$ cat src/rtl/muldiv_pkg.sv
// Shared opcodes, FSM state encoding and constants for the iterative multiply/divide unit.
package muldiv_pkg;

  typedef enum logic [1:0] {
    OP_MULT = 2'b00,
    OP_DIV  = 2'b01,
    OP_MTHI = 2'b10,
    OP_MTLO = 2'b11
  } op_e;

  typedef enum logic [1:0] {
    ST_IDLE = 2'b00,
    ST_ITER = 2'b01,
    ST_FIX  = 2'b10
  } state_e;

  // Quotient reported for any divide by zero
  localparam logic [31:0] DIV0_QUOT = 32'hFFFF_FFFF;

endpackage

$ cat src/rtl/muldiv_unit_cond_negate.sv
// Conditional two's-complement negation: y = neg ? -x : x.
module cond_negate #(
  parameter int W = 32
) (
  input  logic [W-1:0] x,
  input  logic         neg,
  output logic [W-1:0] y
);

  assign y = neg ? (~x + {{(W-1){1'b0}}, 1'b1}) : x;

endmodule

$ cat src/rtl/muldiv_unit.sv
// Iterative 32-bit multiply/divide unit with architectural HI/LO registers.
// Works on magnitudes (shift-add multiply, restoring divide, one bit per cycle)
// and applies the result signs in a single FIX cycle.
module muldiv_unit #(
  parameter int ITER = 32
) (
  input  logic        clk,
  input  logic        reset,
  input  logic [31:0] A,
  input  logic [31:0] B,
  input  logic [1:0]  Op,
  input  logic        Signed,
  input  logic        Start,
  output logic        Busy,
  output logic        Done,
  output logic [31:0] HI,
  output logic [31:0] LO
);
  import muldiv_pkg::*;

  localparam int CW = $clog2(ITER + 1);

  state_e          r_state, w_state_nxt;
  logic [CW-1:0]   r_cnt;
  logic            r_done;
  logic [31:0]     r_hi, r_lo;
  // MUL: {partial product, remaining multiplier bits}; DIV: {remainder, dividend/quotient bits}
  logic [63:0]     r_acc;
  logic [31:0]     r_opnd;
  logic            r_is_div, r_sign_q, r_sign_r, r_div0;

  logic            w_idle, w_accept, w_mthi, w_mtlo, w_last;
  logic [31:0]     w_mag_a, w_mag_b, w_quot, w_rem;
  logic [32:0]     w_sum, w_trial;
  logic [63:0]     w_mul_step, w_div_step, w_prod;

  assign w_idle   = (r_state == ST_IDLE);
  assign w_accept = w_idle && Start && ((Op == OP_MULT) || (Op == OP_DIV));
  assign w_mthi   = w_idle && Start && (Op == OP_MTHI);
  assign w_mtlo   = w_idle && Start && (Op == OP_MTLO);
  assign w_last   = (r_cnt == CW'(ITER - 1));

  cond_negate #(.W(32)) u_mag_a (.x(A), .neg(Signed & A[31]), .y(w_mag_a));
  cond_negate #(.W(32)) u_mag_b (.x(B), .neg(Signed & B[31]), .y(w_mag_b));
  cond_negate #(.W(64)) u_prod  (.x(r_acc), .neg(r_sign_q), .y(w_prod));
  cond_negate #(.W(32)) u_quot  (.x(r_acc[31:0]), .neg(r_sign_q), .y(w_quot));
  cond_negate #(.W(32)) u_rem   (.x(r_acc[63:32]), .neg(r_sign_r), .y(w_rem));

  // Shift-add: add multiplicand when the current multiplier LSB is set, then shift right
  assign w_sum      = {1'b0, r_acc[63:32]} + (r_acc[0] ? {1'b0, r_opnd} : 33'd0);
  assign w_mul_step = {w_sum, r_acc[31:1]};

  // Restoring divide: {rem, next dividend bit} always fits 33 bits, so bit 32 is the sign
  assign w_trial    = {r_acc[63:32], r_acc[31]} - {1'b0, r_opnd};
  assign w_div_step = w_trial[32] ? {r_acc[62:0], 1'b0}
                                  : {w_trial[31:0], r_acc[30:0], 1'b1};

  assign Busy = !w_idle;
  assign Done = r_done;
  assign HI   = r_hi;
  assign LO   = r_lo;

  // Next-state logic: IDLE -> ITER on accept, ITER -> FIX after the last iteration
  always_comb begin
    w_state_nxt = r_state;
    case (r_state)
      ST_IDLE: if (w_accept) w_state_nxt = ST_ITER;
      ST_ITER: if (w_last)   w_state_nxt = ST_FIX;
      ST_FIX:  w_state_nxt = ST_IDLE;
      default: w_state_nxt = ST_IDLE;
    endcase
  end

  // State register, iteration counter and Done pulse
  always_ff @(posedge clk or negedge reset) begin
    if (!reset) begin
      r_state <= ST_IDLE;
      r_cnt   <= '0;
      r_done  <= 1'b0;
    end else begin
      r_state <= w_state_nxt;
      r_done  <= (r_state == ST_FIX);
      if (w_accept)
        r_cnt <= '0;
      else if (r_state == ST_ITER)
        r_cnt <= r_cnt + CW'(1);
    end
  end

  // Architectural HI/LO: written by FIX or by MTHI/MTLO, held otherwise
  always_ff @(posedge clk or negedge reset) begin
    if (!reset) begin
      r_hi <= '0;
      r_lo <= '0;
    end else if (r_state == ST_FIX) begin
      if (r_is_div) begin
        r_hi <= w_rem;
        r_lo <= r_div0 ? DIV0_QUOT : w_quot;
      end else begin
        r_hi <= w_prod[63:32];
        r_lo <= w_prod[31:0];
      end
    end else if (w_mthi) begin
      r_hi <= A;
    end else if (w_mtlo) begin
      r_lo <= A;
    end
  end

  // Datapath: latch magnitudes and signs on accept, then iterate one bit per cycle
  always_ff @(posedge clk) begin
    if (w_accept) begin
      r_is_div <= (Op == OP_DIV);
      r_sign_q <= Signed & (A[31] ^ B[31]);
      r_sign_r <= Signed & A[31];
      r_div0   <= (B == 32'd0);
      if (Op == OP_DIV) begin
        r_acc  <= {32'd0, w_mag_a};
        r_opnd <= w_mag_b;
      end else begin
        r_acc  <= {32'd0, w_mag_b};
        r_opnd <= w_mag_a;
      end
    end else if (r_state == ST_ITER) begin
      r_acc <= r_is_div ? w_div_step : w_mul_step;
    end
  end

endmodule

$ cat config.mk
export PLATFORM = sky130hd
export DESIGN_NAME = muldiv_unit
export DESIGN_NICKNAME = d
export VERILOG_FILES = /design/src/rtl/muldiv_pkg.sv /design/src/rtl/muldiv_unit_cond_negate.sv /design/src/rtl/muldiv_unit.sv
export SDC_FILE = /design/constraint.sdc
export NUM_CORES = 1
export LEC_CHECK = 0
export CORE_ASPECT_RATIO = 1.25
export CORE_MARGIN = 2
export CORE_UTILIZATION = 55
export DETAILED_ROUTE_END_ITERATION = 6
export PLACE_DENSITY = 0.87
export SYNTH_ARGS = -nofsm -noshare
export SYNTH_HDL_FRONTEND = slang
export SYNTH_SLANG_ARGS = --single-unit
export TNS_END_PERCENT = 50
$ cat constraint.sdc
create_clock -name clk -period 4.3 [get_ports clk]
set_clock_uncertainty 0.1 [all_clocks]
set_input_delay 0.645 -clock clk [delete_from_list [all_inputs] [get_ports clk]]
set_output_delay 0.645 -clock clk [all_outputs]
set_load 0.03 [all_outputs]
==> run_summary.xml, run 1 <==
<?xml version="1.0" encoding="UTF-8"?>
<metrics>
  <group name="die">
    <metric name="floorplan.io_pins" unit="">136</metric>
    <metric name="die-area" unit="um^2">29100</metric>
    <metric name="placement_rows" unit="">68</metric>
    <metric name="initial_utilization" unit="">0.555</metric>
    <metric name="area_of_the_core" unit="um^2">27500</metric>
    <metric name="fp.dieW" unit="um">153</metric>
    <metric name="die_height" unit="um">190</metric>
  </group>
  <group name="route">
    <metric name="drc_errors" unit="">1</metric>
    <metric name="post_drt_via_cell_ratio" unit="">6.71</metric>
    <metric name="drt_iter0_drc" unit="">1471</metric>
    <metric name="firstDrtPassIters" unit="">7</metric>
    <metric name="postRouteWirelength" unit="mm">53.5</metric>
    <metric name="wl_per_cell" unit="um">23.2</metric>
    <metric name="ant_nets" unit="">0</metric>
    <metric name="routed-via-count" unit="">15438</metric>
  </group>
  <group name="sta">
    <metric name="min_period" unit="ps">4010</metric>
    <metric name="worst_pin_slew" unit="ps">1040</metric>
    <metric name="rsz_0062_raised_after_global_routing" unit="">false</metric>
    <metric name="worst_max_slew_margin_expressed_relative_to_the_limit" unit="">0.309</metric>
    <metric name="worst_hold_slack" unit="ps">258</metric>
    <metric name="final-hold-violation-count" unit="">0</metric>
    <metric name="finalSetupViolations" unit="">0</metric>
    <metric name="fmax" unit="MHz">249</metric>
    <metric name="timing.final.crit_share" unit="">0.932</metric>
    <metric name="timing.final.max_slew_violations" unit="">0</metric>
    <metric name="fin_ws" unit="ps">292</metric>
    <metric name="tns" unit="ps">0</metric>
  </group>
  <group name="cts">
    <metric name="cts.path.max_buffers" unit="">2</metric>
    <metric name="number_of_cts_inserted_buffers" unit="">17</metric>
    <metric name="cts-root-buf" unit="">clkbuf_16</metric>
    <metric name="clock-sinks" unit="">173</metric>
    <metric name="cts_tree" unit="">done</metric>
    <metric name="hold_buf_count_cts" unit="">0</metric>
    <metric name="path_clk_slew" unit="ps">70</metric>
    <metric name="number_of_post_cts_setup_repair_buffers" unit="">0</metric>
    <metric name="worstSkewPairLatency" unit="ps">450</metric>
    <metric name="h-tree-depth" unit="">4</metric>
    <metric name="post_cts.resized_instances" unit="">0</metric>
  </group>
  <group name="placement">
    <metric name="post-dp-hpwl" unit="mm">39.8</metric>
    <metric name="dp_slack" unit="ps">366</metric>
    <metric name="io_buffer_count" unit="">135</metric>
    <metric name="gpl.final_weighted_congestion" unit="">0.991</metric>
  </group>
  <group name="grt">
    <metric name="grt_antenna_before_repair" unit="">0</metric>
    <metric name="total_gr_overflow" unit="">0</metric>
    <metric name="grt_pass1_wl" unit="mm">82.7</metric>
    <metric name="gr_util_all_layers" unit="">0.361</metric>
    <metric name="number_of_global_route_vias_before_repair" unit="">15009</metric>
    <metric name="maximum_number_of_pins_on_one_net_before_global_route_repair" unit="">100</metric>
  </group>
  <group name="critical_path">
    <metric name="required_time_at_the_worst_slack_endpoint" unit="ps">4410</metric>
    <metric name="timing.critical_path.to_type" unit="">flop</metric>
    <metric name="reg2reg_from" unit="">r_acc[48]</metric>
    <metric name="worst-r2r-cell-count" unit="">10</metric>
    <metric name="crit_path_max_fanout" unit="">16</metric>
    <metric name="timing.critical_path.arrival" unit="ps">4110</metric>
    <metric name="criticalPathCategory" unit="">reg -&gt; reg</metric>
    <metric name="setup.reg_to_reg.worst_slack" unit="ps">290</metric>
    <metric name="cp-endpoint" unit="">r_acc[45]</metric>
    <metric name="launching_element_of_the_worst_setup_path" unit="">r_acc[48]</metric>
    <metric name="crit-reg2reg-capture" unit="">r_acc[45]</metric>
    <metric name="timing.critical_path.from_type" unit="">flop</metric>
  </group>
  <group name="flow_run">
    <metric name="drv_cap" unit="">0</metric>
  </group>
  <group name="power">
    <metric name="clockPowerShare" unit="">0.124</metric>
    <metric name="switching_fraction_of_total_power" unit="">0.479</metric>
    <metric name="power.share.sequential" unit="">0.275</metric>
    <metric name="leakage" unit="uW">0.00709</metric>
    <metric name="power.density_cell_area" unit="nW/um^2">750</metric>
    <metric name="p_int" unit="uW">6920</metric>
    <metric name="power_switching" unit="uW">6360</metric>
    <metric name="p_comb_frac" unit="">0.601</metric>
    <metric name="power.ir.vdd_worst" unit="mV">0.519</metric>
  </group>
  <group name="yosys">
    <metric name="ys_top_cells_by_area" unit="">edfxtp_1, dfrtp_1, xnor2_1</metric>
    <metric name="post_synth_inst_count" unit="">1831</metric>
    <metric name="synth_flop_cell" unit="">edfxtp_1</metric>
    <metric name="ys_seq_area_frac" unit="">0.316</metric>
    <metric name="post_synth.cell_area_avg" unit="um^2">8.33</metric>
    <metric name="synth_top_area_frac" unit="">0.197</metric>
    <metric name="synth-async-reset-ratio" unit="">0.422</metric>
    <metric name="synth_enable_flop_cells" unit="">100</metric>
    <metric name="yosysTopAreaCell" unit="">edfxtp_1</metric>
    <metric name="syn_area" unit="um^2">15300</metric>
    <metric name="ys_warn_count" unit="">0</metric>
    <metric name="synth.lib_cells_used.distinct" unit="">81</metric>
    <metric name="synth-seq-cells" unit="">173</metric>
    <metric name="synthesis.nets" unit="">1972</metric>
  </group>
  <group name="run_status">
    <metric name="status" unit="">finished, violations left</metric>
    <metric name="violations_in_the_final_reports" unit="">design-rule violations</metric>
  </group>
  <group name="layout">
    <metric name="post_route_cells_drive_above_1_share" unit="">0.0651</metric>
    <metric name="layout.filler_cells" unit="">2304</metric>
    <metric name="nNetsFinal" unit="">2078</metric>
    <metric name="syn2layout_area_growth" unit="%">16.1</metric>
    <metric name="final_core_utilization" unit="">0.645</metric>
    <metric name="insertedDiodeCount" unit="">0</metric>
  </group>
  <group name="worst_hold_path">
    <metric name="worst_hold_path_type" unit="">in -&gt; async</metric>
  </group>
</metrics>
-- per-layer routing --
layer	share of wire	global-route usage	vias up
li1	-	-	6988
met1	0.39	0.459	7217
met2	0.46	0.593	997
met3	0.091	0.0516	236
met4	0.064	0.201	0
met5	0	0	-
-- power by group through the flow --
stage / Sequential [uW] / Combinational [uW] / Clock [uW]
CTS: 3600 / 7860 / 1650
global placement: 3600 / 7700 / 0
finish: 3650 / 7980 / 1650
global route: 3710 / 8630 / 1710
detailed placement: 3610 / 7800 / 0
floorplan: 3840 / 4930 / 0
-- cell usage after synthesis (36+ instances only) --
cell type and number:
a21oi_1 156, ha_1 69, clkbuf_1 76, mux2i_1 86
nand3_1 39, nor3_1 36, o21ai_0 140, edfxtp_1 100
dfrtp_1 73, nor2_1 128, xor2_1 59, nand2_1 205
inv_1 63, xnor2_1 115, o22ai_1 46
-- cell usage in the layout, fill, tap and decap left out, types with 6 or more instances in the layout --
cell	n
a31oi_1	24
xnor2_1	115
o22ai_1	46
edfxtp_1	100
clkdlybuf4s50_1	134
and3_1	12
a22oi_1	6
o41ai_1	12
nor3_1	35
a21o_1	31
nand3_1	39
inv_1	62
a21oi_1	156
a21boi_0	6
nor2_1	127
nand2_1	204
or3_1	22
o211ai_1	9
o31ai_1	26
mux2i_1	86
o21ai_0	140
nand3b_1	6
or2_2	15
or4_1	15
ha_1	69
nand2b_1	12
nor4_1	18
nand4_1	19
nor2b_1	27
o21bai_1	12
and2_1	8
buf_4	46
dfrtp_1	73
xor2_1	59
o21a_1	10
a211oi_1	30
mux2_2	7
clkbuf_16	21
-- final cells by class --
| cell class | instances | area [um^2] | share of cell area |
|---|---|---|---|
| inverter | 65 | 244 | 0.0138 |
| timing repair buffer | 183 | 1750 | 0.0985 |
| multi-input combinational | 1497 | 9840 | 0.555 |
| clock inverter | 10 | 95.1 | 0.00536 |
| sequential | 173 | 4830 | 0.272 |
| tap | 350 | 438 | 0.0247 |
| clock buffer | 22 | 529 | 0.0299 |
-- per-stage QoR --
step / total power, uW / std cells / instance area [um^2]
2_1_floorplan: 8770 / 1831 / 15300
3_3_place_gp: 11300 / 2268 / 17100
3_5_place_dp: 11400 / 2268 / 17100
4_1_cts: 13100 / 2300 / 17700
5_1_grt: 14000 / 2300 / 17700
6_report: 13300 / 2300 / 17700
-- kinds of logic (layout without fill, tap and decap cells) --
group,Yosys count,count (layout),share of synthesized area
AO/OA/AOI/OAI,567,567,0.233
XOR/XNOR,174,174,0.0999
adder cells (fa/ha/maj),71,71,0.0592
buffers and inverters,161,280,0.0399
flip-flops,173,173,0.316
multiplexers,93,93,0.0616
AND/OR/NAND/NOR,592,592,0.190
-- registers in the layout, summed over array words and instances, names as in the netlist, 2 cells and up --
register and count:
r_state 2, r_cnt 6, LO 32, r_opnd 32, HI 32, r_acc 64
-- worst max-delay path, stage by stage, from the launching register on --
cell,delay [ps]
edfxtp_1,530
ha_1,460
a21oi_1,310
o21ai_1,160
a2111o_1,450
a41oi_1,290
a21oi_1,190
nor2_2,610
buf_12,250
nand2_1,130
o221a_2,270
-- worst min path at each step --
stage,from,end,slack (ps),cells past startpoint
3_5_place_dp,LO[30],LO[30],370,2
5_1_grt,reset,r_cnt[2],350,1
4_1_cts,reset,r_cnt[2],280,1
2_1_floorplan,reset,Done,250,0
6_report,reset,r_cnt[3],260,1
3_3_place_gp,r_cnt[5],r_state[1],370,1
Power figures use the tool's default switching activity.
==> run 2: changes to the inputs <==
Settings changed: CORE_UTILIZATION 55 to 40, PLACE_DENSITY 0.87 to 0.69.
Clock period 4.3 ns to 5.2 ns, I/O delays scaled along.
==> run 2 against run 1 <==
  * The flow now finishes without violations
  * Largest cell class unchanged
  * First-iteration DRC count increased by 11%
  * Critical path type unchanged
  * Die area increased by 37%
  * Via count decreased by 2.9%
==> run_summary.xml, run 2 (synthesis results as in run 1) <==
<?xml version="1.0" encoding="UTF-8"?>
<metrics>
  <group name="grt">
    <metric name="gr_util_all_layers" unit="">0.269</metric>
    <metric name="number_of_global_route_vias_before_repair" unit="">14685</metric>
    <metric name="grt_pass1_wl" unit="mm">82.8</metric>
    <metric name="total_gr_overflow" unit="">0</metric>
    <metric name="grt_antenna_before_repair" unit="">0</metric>
    <metric name="maximum_number_of_pins_on_one_net_before_global_route_repair" unit="">74</metric>
  </group>
  <group name="power">
    <metric name="power.ir.vdd_worst" unit="mV">0.394</metric>
    <metric name="power_switching" unit="uW">5200</metric>
    <metric name="p_int" unit="uW">5630</metric>
    <metric name="power.density_cell_area" unit="nW/um^2">613</metric>
    <metric name="leakage" unit="uW">0.00695</metric>
    <metric name="clockPowerShare" unit="">0.124</metric>
    <metric name="p_comb_frac" unit="">0.593</metric>
    <metric name="switching_fraction_of_total_power" unit="">0.480</metric>
    <metric name="power.share.sequential" unit="">0.283</metric>
  </group>
  <group name="layout">
    <metric name="max_ffs_per_register" unit="">64</metric>
    <metric name="most-common-layout-cells" unit="">nand2_1, a21oi_1, o21ai_0</metric>
    <metric name="post_route_cells_drive_above_1_share" unit="">0.0535</metric>
    <metric name="layout.cells.most_common" unit="">nand2_1</metric>
    <metric name="registers.top_by_ff_count" unit="">r_acc</metric>
    <metric name="syn2layout_area_growth" unit="%">15.8</metric>
    <metric name="layout.filler_cells" unit="">3599</metric>
    <metric name="insertedDiodeCount" unit="">0</metric>
    <metric name="nNetsFinal" unit="">2054</metric>
  </group>
  <group name="cts">
    <metric name="worstSkewPairLatency" unit="ps">470</metric>
    <metric name="number_of_cts_inserted_buffers" unit="">17</metric>
    <metric name="number_of_post_cts_setup_repair_buffers" unit="">0</metric>
    <metric name="hold_buf_count_cts" unit="">0</metric>
    <metric name="cts_tree" unit="">done</metric>
    <metric name="cts.path.max_buffers" unit="">2</metric>
    <metric name="path_clk_slew" unit="ps">70</metric>
    <metric name="h-tree-depth" unit="">4</metric>
    <metric name="post_cts.resized_instances" unit="">0</metric>
    <metric name="clock-sinks" unit="">173</metric>
    <metric name="cts-root-buf" unit="">clkbuf_16</metric>
  </group>
  <group name="die">
    <metric name="fp.dieW" unit="um">179</metric>
    <metric name="area_of_the_core" unit="um^2">37900</metric>
    <metric name="floorplan.io_pins" unit="">136</metric>
    <metric name="die-area" unit="um^2">39700</metric>
    <metric name="initial_utilization" unit="">0.402</metric>
    <metric name="placement_rows" unit="">80</metric>
    <metric name="die_height" unit="um">222</metric>
  </group>
  <group name="run_status">
    <metric name="status" unit="">finished, final reports clean</metric>
  </group>
  <group name="route">
    <metric name="wl_per_cell" unit="um">22.1</metric>
    <metric name="drt_iter0_drc" unit="">1631</metric>
    <metric name="drc_errors" unit="">0</metric>
    <metric name="routed-via-count" unit="">14992</metric>
    <metric name="post_drt_via_cell_ratio" unit="">6.20</metric>
    <metric name="postRouteWirelength" unit="mm">53.5</metric>
    <metric name="ant_nets" unit="">0</metric>
    <metric name="firstDrtPassIters" unit="">6</metric>
  </group>
  <group name="placement">
    <metric name="post-dp-hpwl" unit="mm">40.2</metric>
    <metric name="io_buffer_count" unit="">135</metric>
    <metric name="gpl.final_weighted_congestion" unit="">0.996</metric>
  </group>
  <group name="worst_hold_path">
    <metric name="worst_hold_path_type" unit="">in -&gt; async</metric>
  </group>
  <group name="critical_path">
    <metric name="criticalPathCategory" unit="">reg -&gt; reg</metric>
    <metric name="crit_path_max_fanout" unit="">29</metric>
    <metric name="timing.critical_path.from_type" unit="">flop</metric>
    <metric name="timing.critical_path.arrival" unit="ps">4490</metric>
    <metric name="timing.critical_path.to_type" unit="">flop</metric>
    <metric name="required_time_at_the_worst_slack_endpoint" unit="ps">5320</metric>
  </group>
  <group name="sta">
    <metric name="tns" unit="ps">0</metric>
    <metric name="worst_hold_slack" unit="ps">376</metric>
    <metric name="finalSetupViolations" unit="">0</metric>
    <metric name="timing.final.crit_share" unit="">0.842</metric>
    <metric name="min_period" unit="ps">4380</metric>
    <metric name="rsz_0062_raised_after_global_routing" unit="">false</metric>
    <metric name="worst_max_slew_margin_expressed_relative_to_the_limit" unit="">0.305</metric>
    <metric name="timing.final.max_slew_violations" unit="">0</metric>
    <metric name="final-hold-violation-count" unit="">0</metric>
    <metric name="worst_pin_slew" unit="ps">1030</metric>
    <metric name="fmax" unit="MHz">228</metric>
  </group>
  <group name="flow_run">
    <metric name="drv_cap" unit="">0</metric>
  </group>
</metrics>
-- run 2: changes by cell type in the layout (fill, tap and decap cells not counted), sizes merged --
cell | before | now
inv | 67 | 65
clkinvlp | 2 | 3
bufinv | 1 | 2
clkinv | 5 | 4
buf | 49 | 25
-- run 2: per-layer routing --
metal | track usage | up-vias | routed length, um | share of wire
li1 | - | 6923 | - | -
met1 | 0.338 | 7132 | 21200 | 0.40
met2 | 0.448 | 787 | 25600 | 0.48
met3 | 0.0325 | 150 | 3830 | 0.072
met4 | 0.146 | 0 | 2840 | 0.053
met5 | 0 | - | 0 | 0
-- run 2: cell type report --
class | count | area (um^2) | area share
clock buffers | 22 | 495 | 0.0280
flip-flops and latches | 173 | 4830 | 0.273
inverters | 65 | 244 | 0.0138
well taps | 492 | 616 | 0.0348
repair buffers | 159 | 1530 | 0.0865
multi-input cells | 1497 | 9850 | 0.557
clock inverters | 9 | 108 | 0.00609
-- run 2: worst paths after layout --
check / startpoint / slack, ps / depth (start not counted) / endpoint
max in group asynchronous: reset / 3970 / 1 / HI[12]
min in group clk: LO[31] / 380 / 2 / LO[31]
max: r_acc[31] / 820 / 11 / r_acc[45]
min: reset / 380 / 1 / r_cnt[5]
min reg2reg: LO[31] / 380 / 2 / LO[31]
max reg2reg: r_acc[31] / 820 / 11 / r_acc[45]
-- run 2: power by group through the flow --
stage               registers, uW  logic, uW  clock network (uW)
finish                       3060       6420                1340
global route                 3120       6980                1400
CTS                          3030       6350                1350
detailed placement           3040       6290                   0
global placement             3040       6230                   0
floorplan                    3180       4070                   0
-- run 2: worst max-delay path, cell delays in order (launching register included) --
cell	delay, ps
edfxtp_1	500
inv_1	200
ha_1	260
fa_1	420
nand2b_1	180
a21oi_1	410
o211a_1	340
o31a_1	170
nor3_1	130
nor2_4	790
nand2_1	290
o221a_2	300
-- run 2: stage by stage --
step,util,setup slack (ps),total power (uW),cell area [um^2],cells
6_report,0.466,822,10800,17700,2417
5_1_grt,0.466,658,11500,17700,2417
4_1_cts,0.466,861,10700,17700,2417
3_5_place_dp,0.450,906,9330,17100,2386
3_3_place_gp,0.450,895,9260,17100,2386
2_1_floorplan,-,1410,7250,15300,1831
==> run 3: changes to the inputs <==
Clock period 5.2 ns to 4.3 ns, I/O delays scaled along.
==> run 3 against run 2 <==
  * Final cell count is 1.6% higher
  * Die area did not move
  * Routed wire length up 2.6%
  * Sequential power up 14%
  * Power up 23%
  * Hold slack worse by 280 ps
  * Register-to-register slack got worse by 570 ps
  * Core utilization rose by 0.77 points
  * Sequential cell count stayed put
  * Clock-buffer cell count is 5 lower
==> run_summary.xml, run 3 (synthesis results as in run 1) <==
<?xml version="1.0" encoding="UTF-8"?>
<metrics>
  <group name="cts">
    <metric name="worstSkewPairLatency" unit="ps">470</metric>
    <metric name="number_of_cts_inserted_buffers" unit="">17</metric>
    <metric name="post_cts.resized_instances" unit="">0</metric>
    <metric name="number_of_post_cts_setup_repair_buffers" unit="">0</metric>
    <metric name="h-tree-depth" unit="">4</metric>
    <metric name="clock-sinks" unit="">173</metric>
    <metric name="cts.path.max_buffers" unit="">2</metric>
    <metric name="cts_tree" unit="">done</metric>
    <metric name="cts-root-buf" unit="">clkbuf_16</metric>
    <metric name="path_clk_slew" unit="ps">70</metric>
    <metric name="hold_buf_count_cts" unit="">0</metric>
  </group>
  <group name="sta">
    <metric name="worst_max_slew_margin_expressed_relative_to_the_limit" unit="">0.340</metric>
    <metric name="rsz_0062_raised_after_global_routing" unit="">false</metric>
    <metric name="finalSetupViolations" unit="">0</metric>
    <metric name="timing.final.crit_share" unit="">0.941</metric>
    <metric name="tns" unit="ps">0</metric>
    <metric name="min_period" unit="ps">4040</metric>
    <metric name="worst_hold_slack" unit="ps">99.4</metric>
    <metric name="fmax" unit="MHz">247</metric>
    <metric name="timing.final.max_slew_violations" unit="">0</metric>
    <metric name="final-hold-violation-count" unit="">0</metric>
    <metric name="worst_pin_slew" unit="ps">990</metric>
  </group>
  <group name="route">
    <metric name="routed-via-count" unit="">15042</metric>
    <metric name="ant_nets" unit="">0</metric>
    <metric name="drc_errors" unit="">0</metric>
    <metric name="drt_iter0_drc" unit="">1487</metric>
    <metric name="postRouteWirelength" unit="mm">54.9</metric>
    <metric name="post_drt_via_cell_ratio" unit="">6.13</metric>
    <metric name="firstDrtPassIters" unit="">6</metric>
    <metric name="wl_per_cell" unit="um">22.4</metric>
  </group>
  <group name="grt">
    <metric name="grt_antenna_before_repair" unit="">0</metric>
    <metric name="maximum_number_of_pins_on_one_net_before_global_route_repair" unit="">65</metric>
    <metric name="gr_util_all_layers" unit="">0.275</metric>
    <metric name="total_gr_overflow" unit="">0</metric>
    <metric name="number_of_global_route_vias_before_repair" unit="">14673</metric>
    <metric name="grt_pass1_wl" unit="mm">84.2</metric>
  </group>
  <group name="layout">
    <metric name="registers.top_by_ff_count" unit="">r_acc</metric>
    <metric name="nNetsFinal" unit="">2091</metric>
    <metric name="layout.cells.most_common" unit="">nand2_1</metric>
    <metric name="layout.filler_cells" unit="">3632</metric>
    <metric name="post_route_cells_drive_above_1_share" unit="">0.0718</metric>
    <metric name="max_ffs_per_register" unit="">64</metric>
    <metric name="syn2layout_area_growth" unit="%">17.7</metric>
    <metric name="insertedDiodeCount" unit="">0</metric>
    <metric name="most-common-layout-cells" unit="">nand2_1, a21oi_1, o21ai_0</metric>
  </group>
  <group name="die">
    <metric name="initial_utilization" unit="">0.402</metric>
    <metric name="floorplan.io_pins" unit="">136</metric>
    <metric name="die_height" unit="um">222</metric>
    <metric name="area_of_the_core" unit="um^2">37900</metric>
    <metric name="placement_rows" unit="">80</metric>
    <metric name="die-area" unit="um^2">39700</metric>
    <metric name="fp.dieW" unit="um">179</metric>
  </group>
  <group name="power">
    <metric name="leakage" unit="uW">0.00713</metric>
    <metric name="power.ir.vdd_worst" unit="mV">0.400</metric>
    <metric name="power.density_cell_area" unit="nW/um^2">743</metric>
    <metric name="total_power" unit="uW">13300</metric>
  </group>
  <group name="critical_path">
    <metric name="timing.critical_path.to_type" unit="">flop</metric>
    <metric name="timing.critical_path.from_type" unit="">flop</metric>
    <metric name="timing.critical_path.arrival" unit="ps">4170</metric>
    <metric name="criticalPathCategory" unit="">reg -&gt; reg</metric>
    <metric name="required_time_at_the_worst_slack_endpoint" unit="ps">4430</metric>
    <metric name="crit_path_max_fanout" unit="">23</metric>
  </group>
  <group name="flow_run">
    <metric name="drv_cap" unit="">0</metric>
  </group>
  <group name="worst_hold_path">
    <metric name="worst_hold_path_type" unit="">in -&gt; async</metric>
  </group>
  <group name="placement">
    <metric name="gpl.final_weighted_congestion" unit="">0.970</metric>
    <metric name="io_buffer_count" unit="">135</metric>
    <metric name="post-dp-hpwl" unit="mm">41.9</metric>
  </group>
  <group name="run_status">
    <metric name="status" unit="">finished, final reports clean</metric>
  </group>
</metrics>
==> run 3: cell type report <==
class | instances | area (um^2) | area share
clock buffers | 17 | 425 | 0.0237
clock inverters | 15 | 184 | 0.0102
inverters | 65 | 244 | 0.0136
multi-input cells | 1497 | 9840 | 0.548
flip-flops and latches | 173 | 4830 | 0.269
well taps | 492 | 616 | 0.0343
repair buffers | 196 | 1820 | 0.101
==> run 3: critical path: stages (launching register included) <==
cell and delay (ps):
edfxtp_1 520, inv_1 360, buf_4 360, nor2_1 90
ha_1 360, a21o_1 220, a31o_2 270, nor3_1 230
nand3_1 240, a31o_2 320, o21ai_0 170, mux2_2 360
o21a_1 180
==> run 3: metrics by stage <==
| stage | instances | setup WS, ps | util | instance area [um^2] |
|---|---|---|---|---|
| 2_1_floorplan | 1831 | 511 | - | 15300 |
| 3_3_place_gp | 2423 | 337 | 0.457 | 17400 |
| 3_5_place_dp | 2423 | 325 | 0.457 | 17400 |
| 4_1_cts | 2455 | 305 | 0.473 | 18000 |
| 5_1_grt | 2455 | 4.62 | 0.473 | 18000 |
| 6_report | 2455 | 255 | 0.473 | 18000 |
==> run 3: power by group <==
part,internal [uW],switching [uW],total (uW)
clock,923,743,1670
combinational,3330,4850,8180
sequential,2700,798,3500
total,6950,6400,13300
==> run 3: final timing paths <==
path,start,to,slack (ps),cells past startpoint
max reg2reg,r_acc[0],r_acc[61],260,12
min reg2reg,LO[31],LO[31],380,2
min in group clk,LO[31],LO[31],380,2
max in group asynchronous,reset,HI[22],3190,2
max,r_acc[0],r_acc[61],260,12
min,reset,r_cnt[1],100,1
==> run 3: layer usage <==
layer,track usage,part of all wire
met2,0.463,0.49
met4,0.130,0.048
met1,0.346,0.41
met3,0.0361,0.058
met5,0,0
